### src/rtl/vermicom_tx_arbiter_pkg.sv
// ----------------------------------------------------------------------------
// vermicom_tx_arbiter_pkg
// Shared definitions for the Vermicom transmit arbiter:
//   - local (word) addresses of the Vermicom register block
//   - status_reg_t, the layout of the Vermicom STATUS register
//   - arb_state_t, the arbiter sequencing states
//   - TX_FLAG_CLEAR, the STATUS write value that clears only tx_event_flag
//   - reg_address(), byte address of a register given the block base
// ----------------------------------------------------------------------------
package vermicom_tx_arbiter_pkg;

   // Word addresses inside the Vermicom register block.
   localparam logic [1:0] CONTROL_ADDRESS  = 2'd0;
   localparam logic [1:0] STATUS_ADDRESS   = 2'd1;
   localparam logic [1:0] DIVISION_ADDRESS = 2'd2;
   localparam logic [1:0] DATA_ADDRESS     = 2'd3;

   // STATUS register; event flags are write-one-to-clear.
   typedef struct packed {
      logic [29:0] reserved;
      logic        rx_event_flag;
      logic        tx_event_flag;
   } status_reg_t;

   // Doubles as the tx flag test mask when polling STATUS.
   localparam status_reg_t TX_FLAG_CLEAR = '{reserved: '0, rx_event_flag: 1'b0, tx_event_flag: 1'b1};

   typedef enum logic [2:0] {
      INIT_DIV,
      INIT_CTRL,
      IDLE,
      WRITE_DATA,
      POLL,
      CLEAR
   } arb_state_t;

   function automatic logic [31:0] reg_address(input logic [31:0] base, input logic [1:0] loc);
      return base + {28'd0, loc, 2'b00};
   endfunction

endpackage

### src/rtl/vermicom_tx_arbiter_if.sv
// ----------------------------------------------------------------------------
// vermicom_tx_arbiter_if
// Simple valid/ready register bus between the arbiter (master) and the
// Vermicom slave port.
//   bus_valid    master request valid
//   bus_address  byte address
//   bus_wstrobe  byte write strobes, 0 means read
//   bus_wdata    write data
//   bus_rdata    read data, meaningful when bus_valid && bus_ready
//   bus_ready    slave completion
// ----------------------------------------------------------------------------
interface vermicom_tx_arbiter_if;
   logic        bus_valid;
   logic [31:0] bus_address;
   logic [3:0]  bus_wstrobe;
   logic [31:0] bus_wdata;
   logic [31:0] bus_rdata;
   logic        bus_ready;

   modport master (
      output bus_valid, bus_address, bus_wstrobe, bus_wdata,
      input  bus_rdata, bus_ready
   );

   modport slave (
      input  bus_valid, bus_address, bus_wstrobe, bus_wdata,
      output bus_rdata, bus_ready
   );
endinterface

### src/rtl/vermicom_tx_arbiter_rr_arbiter.sv
// ----------------------------------------------------------------------------
// vermicom_tx_arbiter_rr_arbiter
// Combinational round-robin pick: the first set request strictly after
// 'last', wrapping modulo N. The last-grant register lives in the parent.
//   req          request vector
//   last         index of the previously granted requester
//   enable       arbitration allowed this cycle
//   grant        chosen index (equals 'last' when nothing is granted)
//   grant_valid  a request was chosen
// ----------------------------------------------------------------------------
module vermicom_tx_arbiter_rr_arbiter #(
   parameter  int N = 4,
   localparam int W = $clog2(N)
) (
   input  logic [N-1:0] req,
   input  logic [W-1:0] last,
   input  logic         enable,
   output logic [W-1:0] grant,
   output logic         grant_valid
);

   always_comb begin
      int idx;
      // NOTE: every signal written here gets a default first so no path
      // leaves it unassigned, which would otherwise infer a latch.
      idx         = 0;
      grant       = last;
      grant_valid = 1'b0;
      if (enable) begin
         // Scan from the farthest candidate to the nearest; the nearest set
         // request after 'last' is written last and therefore wins.
         for (int k = N; k >= 1; k--) begin
            idx = (int'(last) + k) % N;
            if (req[idx[W-1:0]]) begin
               grant       = idx[W-1:0];
               grant_valid = 1'b1;
            end
         end
      end
   end

endmodule

### src/rtl/vermicom_tx_arbiter.sv
// ----------------------------------------------------------------------------
// vermicom_tx_arbiter
// Owns one Vermicom UART and shares its transmitter between NUM_REQ byte
// producers using round-robin arbitration. After reset it writes DIVISION
// and CONTROL once, then for each byte: write DATA, poll STATUS until
// tx_event_flag is set, clear that flag.
//   clk        system clock
//   reset      asynchronous active-high reset
//   req_valid  per-requester byte pending
//   req_data   per-requester byte, byte i at [8*i+:8]
//   req_ready  one-cycle pulse: byte i accepted by the UART
//   bus        master side of the Vermicom register bus
//   busy       high from grant until the flag clear completes
//   owner      index of the current or last granted requester
// ----------------------------------------------------------------------------
module vermicom_tx_arbiter
   import vermicom_tx_arbiter_pkg::*;
#(
   parameter  int          NUM_REQ      = 4,
   parameter  logic [31:0] BASE_ADDRESS = 32'h8000_0000,
   parameter  int          DIVISION     = 868,
   localparam int          OW           = $clog2(NUM_REQ)
) (
   input  logic                   clk,
   input  logic                   reset,
   input  logic [NUM_REQ-1:0]     req_valid,
   input  logic [NUM_REQ*8-1:0]   req_data,
   output logic [NUM_REQ-1:0]     req_ready,
   vermicom_tx_arbiter_if.master  bus,
   output logic                   busy,
   output logic [OW-1:0]          owner
);

   localparam logic [31:0] CTRL_ADDR   = reg_address(BASE_ADDRESS, CONTROL_ADDRESS);
   localparam logic [31:0] STATUS_ADDR = reg_address(BASE_ADDRESS, STATUS_ADDRESS);
   localparam logic [31:0] DIV_ADDR    = reg_address(BASE_ADDRESS, DIVISION_ADDRESS);
   localparam logic [31:0] DATA_ADDR   = reg_address(BASE_ADDRESS, DATA_ADDRESS);
   localparam logic [31:0] TX_MASK     = 32'(TX_FLAG_CLEAR);

   arb_state_t           state, state_nxt;
   logic                 valid_q, valid_nxt;
   logic [31:0]          address_q, address_nxt;
   logic [3:0]           wstrobe_q, wstrobe_nxt;
   logic [31:0]          wdata_q, wdata_nxt;
   logic [NUM_REQ-1:0]   req_ready_nxt;
   logic                 busy_nxt;
   logic [OW-1:0]        owner_nxt;

   logic                 done;
   logic                 tx_flag_set;
   logic [OW-1:0]        grant;
   logic                 grant_valid;

   assign bus.bus_valid   = valid_q;
   assign bus.bus_address = address_q;
   assign bus.bus_wstrobe = wstrobe_q;
   assign bus.bus_wdata   = wdata_q;

   assign done = valid_q && bus.bus_ready;
   // Only the tx flag matters; rx_event_flag is masked off and never cleared.
   assign tx_flag_set = (bus.bus_rdata & TX_MASK) != '0;

   vermicom_tx_arbiter_rr_arbiter #(.N(NUM_REQ)) u_rr_arbiter (
      .req         (req_valid),
      .last        (owner),
      .enable      (state == IDLE),
      .grant       (grant),
      .grant_valid (grant_valid)
   );

   // State and output registers.
   always_ff @(posedge clk or posedge reset) begin
      // NOTE: non-blocking assignments here so every register samples the
      // pre-edge values, independent of statement order.
      if (reset) begin
         state     <= INIT_DIV;
         valid_q   <= 1'b0;
         address_q <= '0;
         wstrobe_q <= '0;
         wdata_q   <= '0;
         req_ready <= '0;
         busy      <= 1'b0;
         owner     <= OW'(NUM_REQ - 1);
      end else begin
         state     <= state_nxt;
         valid_q   <= valid_nxt;
         address_q <= address_nxt;
         wstrobe_q <= wstrobe_nxt;
         wdata_q   <= wdata_nxt;
         req_ready <= req_ready_nxt;
         busy      <= busy_nxt;
         owner     <= owner_nxt;
      end
   end

   // Next-state logic.
   always_comb begin
      state_nxt = state;
      unique case (state)
         INIT_DIV:   if (done)                state_nxt = INIT_CTRL;
         INIT_CTRL:  if (done)                state_nxt = IDLE;
         IDLE:       if (grant_valid)         state_nxt = WRITE_DATA;
         WRITE_DATA: if (done)                state_nxt = POLL;
         POLL:       if (done && tx_flag_set) state_nxt = CLEAR;
         CLEAR:      if (done)                state_nxt = IDLE;
         default:                             state_nxt = INIT_DIV;
      endcase
   end

   // Next output values. Bus fields hold by default, which keeps them
   // stable while the slave stalls and re-issues the STATUS read in POLL.
   always_comb begin
      valid_nxt     = valid_q;
      address_nxt   = address_q;
      wstrobe_nxt   = wstrobe_q;
      wdata_nxt     = wdata_q;
      req_ready_nxt = '0;
      busy_nxt      = busy;
      owner_nxt     = owner;
      unique case (state)
         INIT_DIV: begin
            if (done) begin
               // DIVISION accepted: CONTROL write on the same edge, IRQs off.
               valid_nxt   = 1'b1;
               address_nxt = CTRL_ADDR;
               wstrobe_nxt = 4'hF;
               wdata_nxt   = '0;
            end else if (!valid_q) begin
               // First cycle out of reset.
               valid_nxt   = 1'b1;
               address_nxt = DIV_ADDR;
               wstrobe_nxt = 4'hF;
               wdata_nxt   = 32'(DIVISION);
            end
         end
         INIT_CTRL: begin
            if (done) valid_nxt = 1'b0;
         end
         IDLE: begin
            if (grant_valid) begin
               owner_nxt   = grant;
               busy_nxt    = 1'b1;
               valid_nxt   = 1'b1;
               address_nxt = DATA_ADDR;
               wstrobe_nxt = 4'h1;
               // Byte is latched here, so a later drop of req_valid is harmless.
               wdata_nxt   = {24'd0, req_data[8*grant +: 8]};
            end
         end
         WRITE_DATA: begin
            if (done) begin
               req_ready_nxt[owner] = 1'b1;
               address_nxt          = STATUS_ADDR;
               wstrobe_nxt          = 4'h0;
               wdata_nxt            = '0;
            end
         end
         POLL: begin
            if (done && tx_flag_set) begin
               address_nxt = STATUS_ADDR;
               wstrobe_nxt = 4'hF;
               wdata_nxt   = TX_MASK;
            end
         end
         CLEAR: begin
            if (done) begin
               valid_nxt = 1'b0;
               busy_nxt  = 1'b0;
            end
         end
         default: begin
            valid_nxt = 1'b0;
            busy_nxt  = 1'b0;
         end
      endcase
   end

endmodule

### src/flat_wrapper.sv
// flat-port wrapper written by rule: the top's interface ports become plain ports
module vermicom_tx_arbiter_flat import vermicom_tx_arbiter_pkg::*;
#(
   parameter  int          NUM_REQ      = 4,
   parameter  logic [31:0] BASE_ADDRESS = 32'h8000_0000,
   parameter  int          DIVISION     = 868,
   localparam int          OW           = $clog2(NUM_REQ)
)
  (clk, reset, req_valid, req_data, req_ready, busy, owner, bus_bus_valid, bus_bus_address, bus_bus_wstrobe, bus_bus_wdata, bus_bus_rdata, bus_bus_ready);
  vermicom_tx_arbiter_if bus_i ();
  input  logic clk;
  input  logic reset;
  input  logic [NUM_REQ-1:0] req_valid;
  input  logic [NUM_REQ*8-1:0] req_data;
  output logic [NUM_REQ-1:0] req_ready;
  output logic busy;
  output logic [OW-1:0] owner;
  output wire logic [$bits(bus_i.bus_valid)-1:0] bus_bus_valid;
  output wire logic [$bits(bus_i.bus_address)-1:0] bus_bus_address;
  output wire logic [$bits(bus_i.bus_wstrobe)-1:0] bus_bus_wstrobe;
  output wire logic [$bits(bus_i.bus_wdata)-1:0] bus_bus_wdata;
  input wire logic [$bits(bus_i.bus_rdata)-1:0] bus_bus_rdata;
  input wire logic [$bits(bus_i.bus_ready)-1:0] bus_bus_ready;
  assign bus_bus_valid = bus_i.bus_valid;
  assign bus_bus_address = bus_i.bus_address;
  assign bus_bus_wstrobe = bus_i.bus_wstrobe;
  assign bus_bus_wdata = bus_i.bus_wdata;
  assign bus_i.bus_rdata = bus_bus_rdata;
  assign bus_i.bus_ready = bus_bus_ready;
  vermicom_tx_arbiter #(.NUM_REQ(NUM_REQ), .BASE_ADDRESS(BASE_ADDRESS), .DIVISION(DIVISION)) u_core (.clk(clk), .reset(reset), .req_valid(req_valid), .req_data(req_data), .req_ready(req_ready), .bus(bus_i), .busy(busy), .owner(owner));
endmodule
### config.mk
export PLATFORM = sky130hd
export DESIGN_NAME = vermicom_tx_arbiter_flat
export DESIGN_NICKNAME = d
export VERILOG_FILES = /design/src/rtl/vermicom_tx_arbiter_pkg.sv /design/src/rtl/vermicom_tx_arbiter_if.sv /design/src/rtl/vermicom_tx_arbiter_rr_arbiter.sv /design/src/rtl/vermicom_tx_arbiter.sv /design/src/flat_wrapper.sv
export SDC_FILE = /design/constraint.sdc
export NUM_CORES = 1
export LEC_CHECK = 0
export ABC_AREA = 1
export ABC_CLOCK_PERIOD_IN_PS = 5030
export CELL_PAD_IN_SITES_DETAIL_PLACEMENT = 2
export CELL_PAD_IN_SITES_GLOBAL_PLACEMENT = 2
export CORE_MARGIN = 5
export CORE_UTILIZATION = 19
export CTS_BUF_LIST = sky130_fd_sc_hd__clkbuf_4 sky130_fd_sc_hd__clkbuf_8
export DETAILED_ROUTE_END_ITERATION = 8
export MAX_ROUTING_LAYER = met4
export PLACE_DENSITY = 0.89
export RECOVER_POWER = 25
export SYNTH_ARGS = -nofsm -noshare
export SYNTH_HDL_FRONTEND = slang
export SYNTH_HIERARCHICAL = 1
export SYNTH_SLANG_ARGS = --single-unit
### constraint.sdc
create_clock -name clk -period 5.03 [get_ports clk]
set_clock_uncertainty 0.1 [all_clocks]
set_input_delay 0.7545 -clock clk [delete_from_list [all_inputs] [get_ports clk]]
set_output_delay 0.7545 -clock clk [all_outputs]
set_load 0.01 [all_outputs]
==> metrics.yaml <==
yosys:
  synth_area_leaders: "dfrtp_1 26%, nand2_1 21%, buf_4 18%, nand2_2 5.9%, inv_1 5.1%"
  synth-edff-count: 0
  synth_top_family_by_area: "simple AND/OR/NAND/NOR gates"
  synth-seq-cells: 25
  syn_area_per_cell_um2: 6.598
  yosysSeqAreaShare_pct: 28.25
  synth_compound_area_share_pct: 5.346
  ys_async_sr_fraction_pct: 100.0
  syn_inst: 337
  dominantRegCellSynth: "dfrtp_1"
  synth-xor-area-share_pct: 0
  synth.area.mux_share_pct: 0
  yosysWarnings: 6
  yosysTopAreaCellShare_pct: 25.89
  yosys.area.top_type: "dfrtp_1"
  synth_fa_ha_area_share_pct: 0
  synth_common_cells: "124 x nand2_1, 54 x buf_4, 30 x inv_1"
  yosys.area_share.simple_pct: 38.32
  synthesis.area_um2: 2223
  synth.most_common_cell: "nand2_1"
  synth_cell_types: 25
place:
  dp.cells: 532
  post-dp-hpwl_mm: 6.117
  pre_cts_slack_ns: 1.191
  portBuffers: 64
  place_congestion: 0.7813
  place_area_um2: 2753
power:
  power_frac_comb_pct: 66.9
  worst_ir_drop_vdd_mv: 0.1457
  seqPwrFrac_pct: 24.9
  power_density_nw_per_um2: 548.0
  p_int_mw: 0.7288
  pwr-share-clk_pct: 8.2
  swShare_pct: 52.48
  p_switching_mw: 0.8049
  leakage_nw: 1.430
timing:
  tightest_slew_ns: 1.009
  grt_setup_unrepaired: "no"
  setup_viol: 0
  hold_viol: 0
  final.min_clock_period_ns: 3.459
  fin_tns_setup_ns: 0
  clock.fmax_mhz: 289.1
  relSlewSlack_pct: 32.64
  final_max_slew_viol_count: 0
  whs_ns: 0.3777
  worst_slack_ns: 1.571
  finalCritPeriodShare_pct: 68.77
critical_path:
  r2r-start: "u_core/state[2]"
  r2r_slack_ns: 1.63
  critPathArrivalTime_ns: 3.57
  slowest_stage: "clkinv_1"
  cp_max_fo: 17
  worst_r2r_endpoint: "u_core/bus.bus_wdata[5]"
  cp-startpoint: "req_valid[1]"
  ff2ff_path_depth: 15
  setup.worst_path.end: "u_core/bus.bus_wdata[5]"
  cp_cell_sequence: "clkdlybuf4s50_1 -> inv_1 -> o21ai_1 -> nor2_1 -> nor2_2 -> nand3_1 -> nand2_1 -> clkinv_1 -> nand2_1 -> nand3_1 -> nand2_1 -> nand2_1 -> nand2_1 -> nand2_1 -> nand2_2"
  worstSetupEndpointType: "flop"
  cpPeakStageDelay_ns: 0.62
  worstSetupPathType: "primary input to flop"
  worstSetupStartpointType: "primary input"
  path_common_cell: "nand2_1"
  cp.required_ns: 5.14
floorplanning:
  core_um2: 11470
  core.rowCount: 39
  initial_core_util_pct: 19.39
  dieArea_um2: 13970
  die_x_um: 118.2
  chipHeight_um: 118.2
  ios: 147
routing:
  wire_per_inst_um: 13.53
  drtIter0Drc: 48
  vias: 2117
  drtAntennaViolNets: 0
  wirelength_mm: 7.254
  drc_errors: 0
  firstDrtPassIters: 3
  vias_per_cell: 3.950
clock_network:
  numCtsBuffers: 3
  clk_path_buf_depth: 2
  htree_levels: 1
  cts-resized-gates: 0
  postCtsHoldBufs: 0
  cts.sinks: 25
  cts_tree: "built"
  clkSlewWorstSetupHoldPaths_ns: 0.09
  clockRootBuffer: "clkbuf_8"
  clock_latency_ns: 0.26
  cts_setup_buffers: 0
grt:
  grt_pass1_vias: 2469
  grt_overflow: 0
  grt_start_max_net_pins: 26
  grt_use_total_pct: 10.62
  antenna_found_initial: 0
  grt_first_pass_wirelength_mm: 12.21
layout:
  num-nets-final: 465
  multi_input_area_um2: 1160
  fin_area_um2: 2799
  syn_to_final_growth_pct: 25.89
  drive_above_1_share_pct: 10.94
  n_antenna_cell: 0
  seqCellArea_um2: 628.1
  instances_no_fill: 536
  fillers: 1392
run_status:
  status: "finished clean"
run:
  cap_viol_max_count: 0
worst_hold_path:
  hp-class: "flop to flop"
==> critical path, delay by kind of cell <==
kind | cells | cell delay (ns)
buf+inv | 3 | 1.14
simple gates | 11 | 1.46
compound gates | 1 | 0.21
==> per-stage QoR <==
stage,total power [mW],util [%]
finish,1.534,24.41
global route,1.711,24.41
CTS,1.582,24.43
detailed placement,1.447,24.00
global placement,1.389,24.00
floorplan,1.156,-
==> worst min-delay path by stage <==
stage                                  to  depth (start not counted)                        from
2_1_floorplan  u_core/bus.bus_address[31]                          2  u_core/bus.bus_address[31]
3_3_place_gp   u_core/bus.bus_address[31]                          2  u_core/bus.bus_address[31]
3_5_place_dp    u_core/bus.bus_address[2]                          2   u_core/bus.bus_address[2]
4_1_cts         u_core/bus.bus_address[2]                          2   u_core/bus.bus_address[2]
5_1_grt           u_core/bus.bus_wdata[6]                          2     u_core/bus.bus_wdata[6]
6_report        u_core/bus.bus_address[2]                          2   u_core/bus.bus_address[2]
==> flip-flops by register name, summed over array words and instances (netlist names) <==
register                flops
u_core/owner                2
u_core/bus.bus_valid        1
u_core/bus.bus_wdata        9
u_core/busy                 1
u_core/bus.bus_wstrobe      2
u_core/state                3
u_core/req_ready            4
u_core/bus.bus_address      3
==> metal layers <==
layer | track usage (%) | part of all wire, % | up-vias
met3 | 1.958 | 4.7 | 2
met2 | 19.83 | 53 | 71
li1 | - | - | 1034
met4 | 1.075 | 0.37 | 0
met5 | - | 0 | -
met1 | 12.16 | 42 | 1010
==> layout by cell type, fill, tap and decap left out, drive strengths merged <==
master,Yosys,routed
nor4,4,4
nand2,147,147
nand3,23,23
o21ai,11,11
dfstp,2,2
o211ai,1,1
inv,37,37
clkdlybuf4s50,0,62
a31oi,1,1
dfrtp,23,23
nor2,14,14
clkbuf,1,4
a21oi,10,10
dlygate4sd3,0,2
conb,1,51
clkinv,1,1
==> power groups by stage <==
stage               Combinational, mW  Clock, mW  Sequential [mW]
detailed placement               1.06          0            0.390
global route                     1.17      0.143            0.400
CTS                              1.06      0.131            0.387
global placement                 1.01          0            0.383
finish                           1.03      0.126            0.382
floorplan                       0.773          0            0.382
==> layout make-up <==
class                   instances  area share, %
inverters                      38          5.096
clock buffers                   4          1.743
well taps                     143          6.393
flip-flops and latches         25          22.44
repair buffers                 64          22.89
multi-input cells             262          41.44
==> cell families after synthesis <==
group           count (synthesis)
flops                          25
buf+inv                       100
other cells                     1
simple gates                  188
compound gates                 23
(Power assumes the default switching activity.)
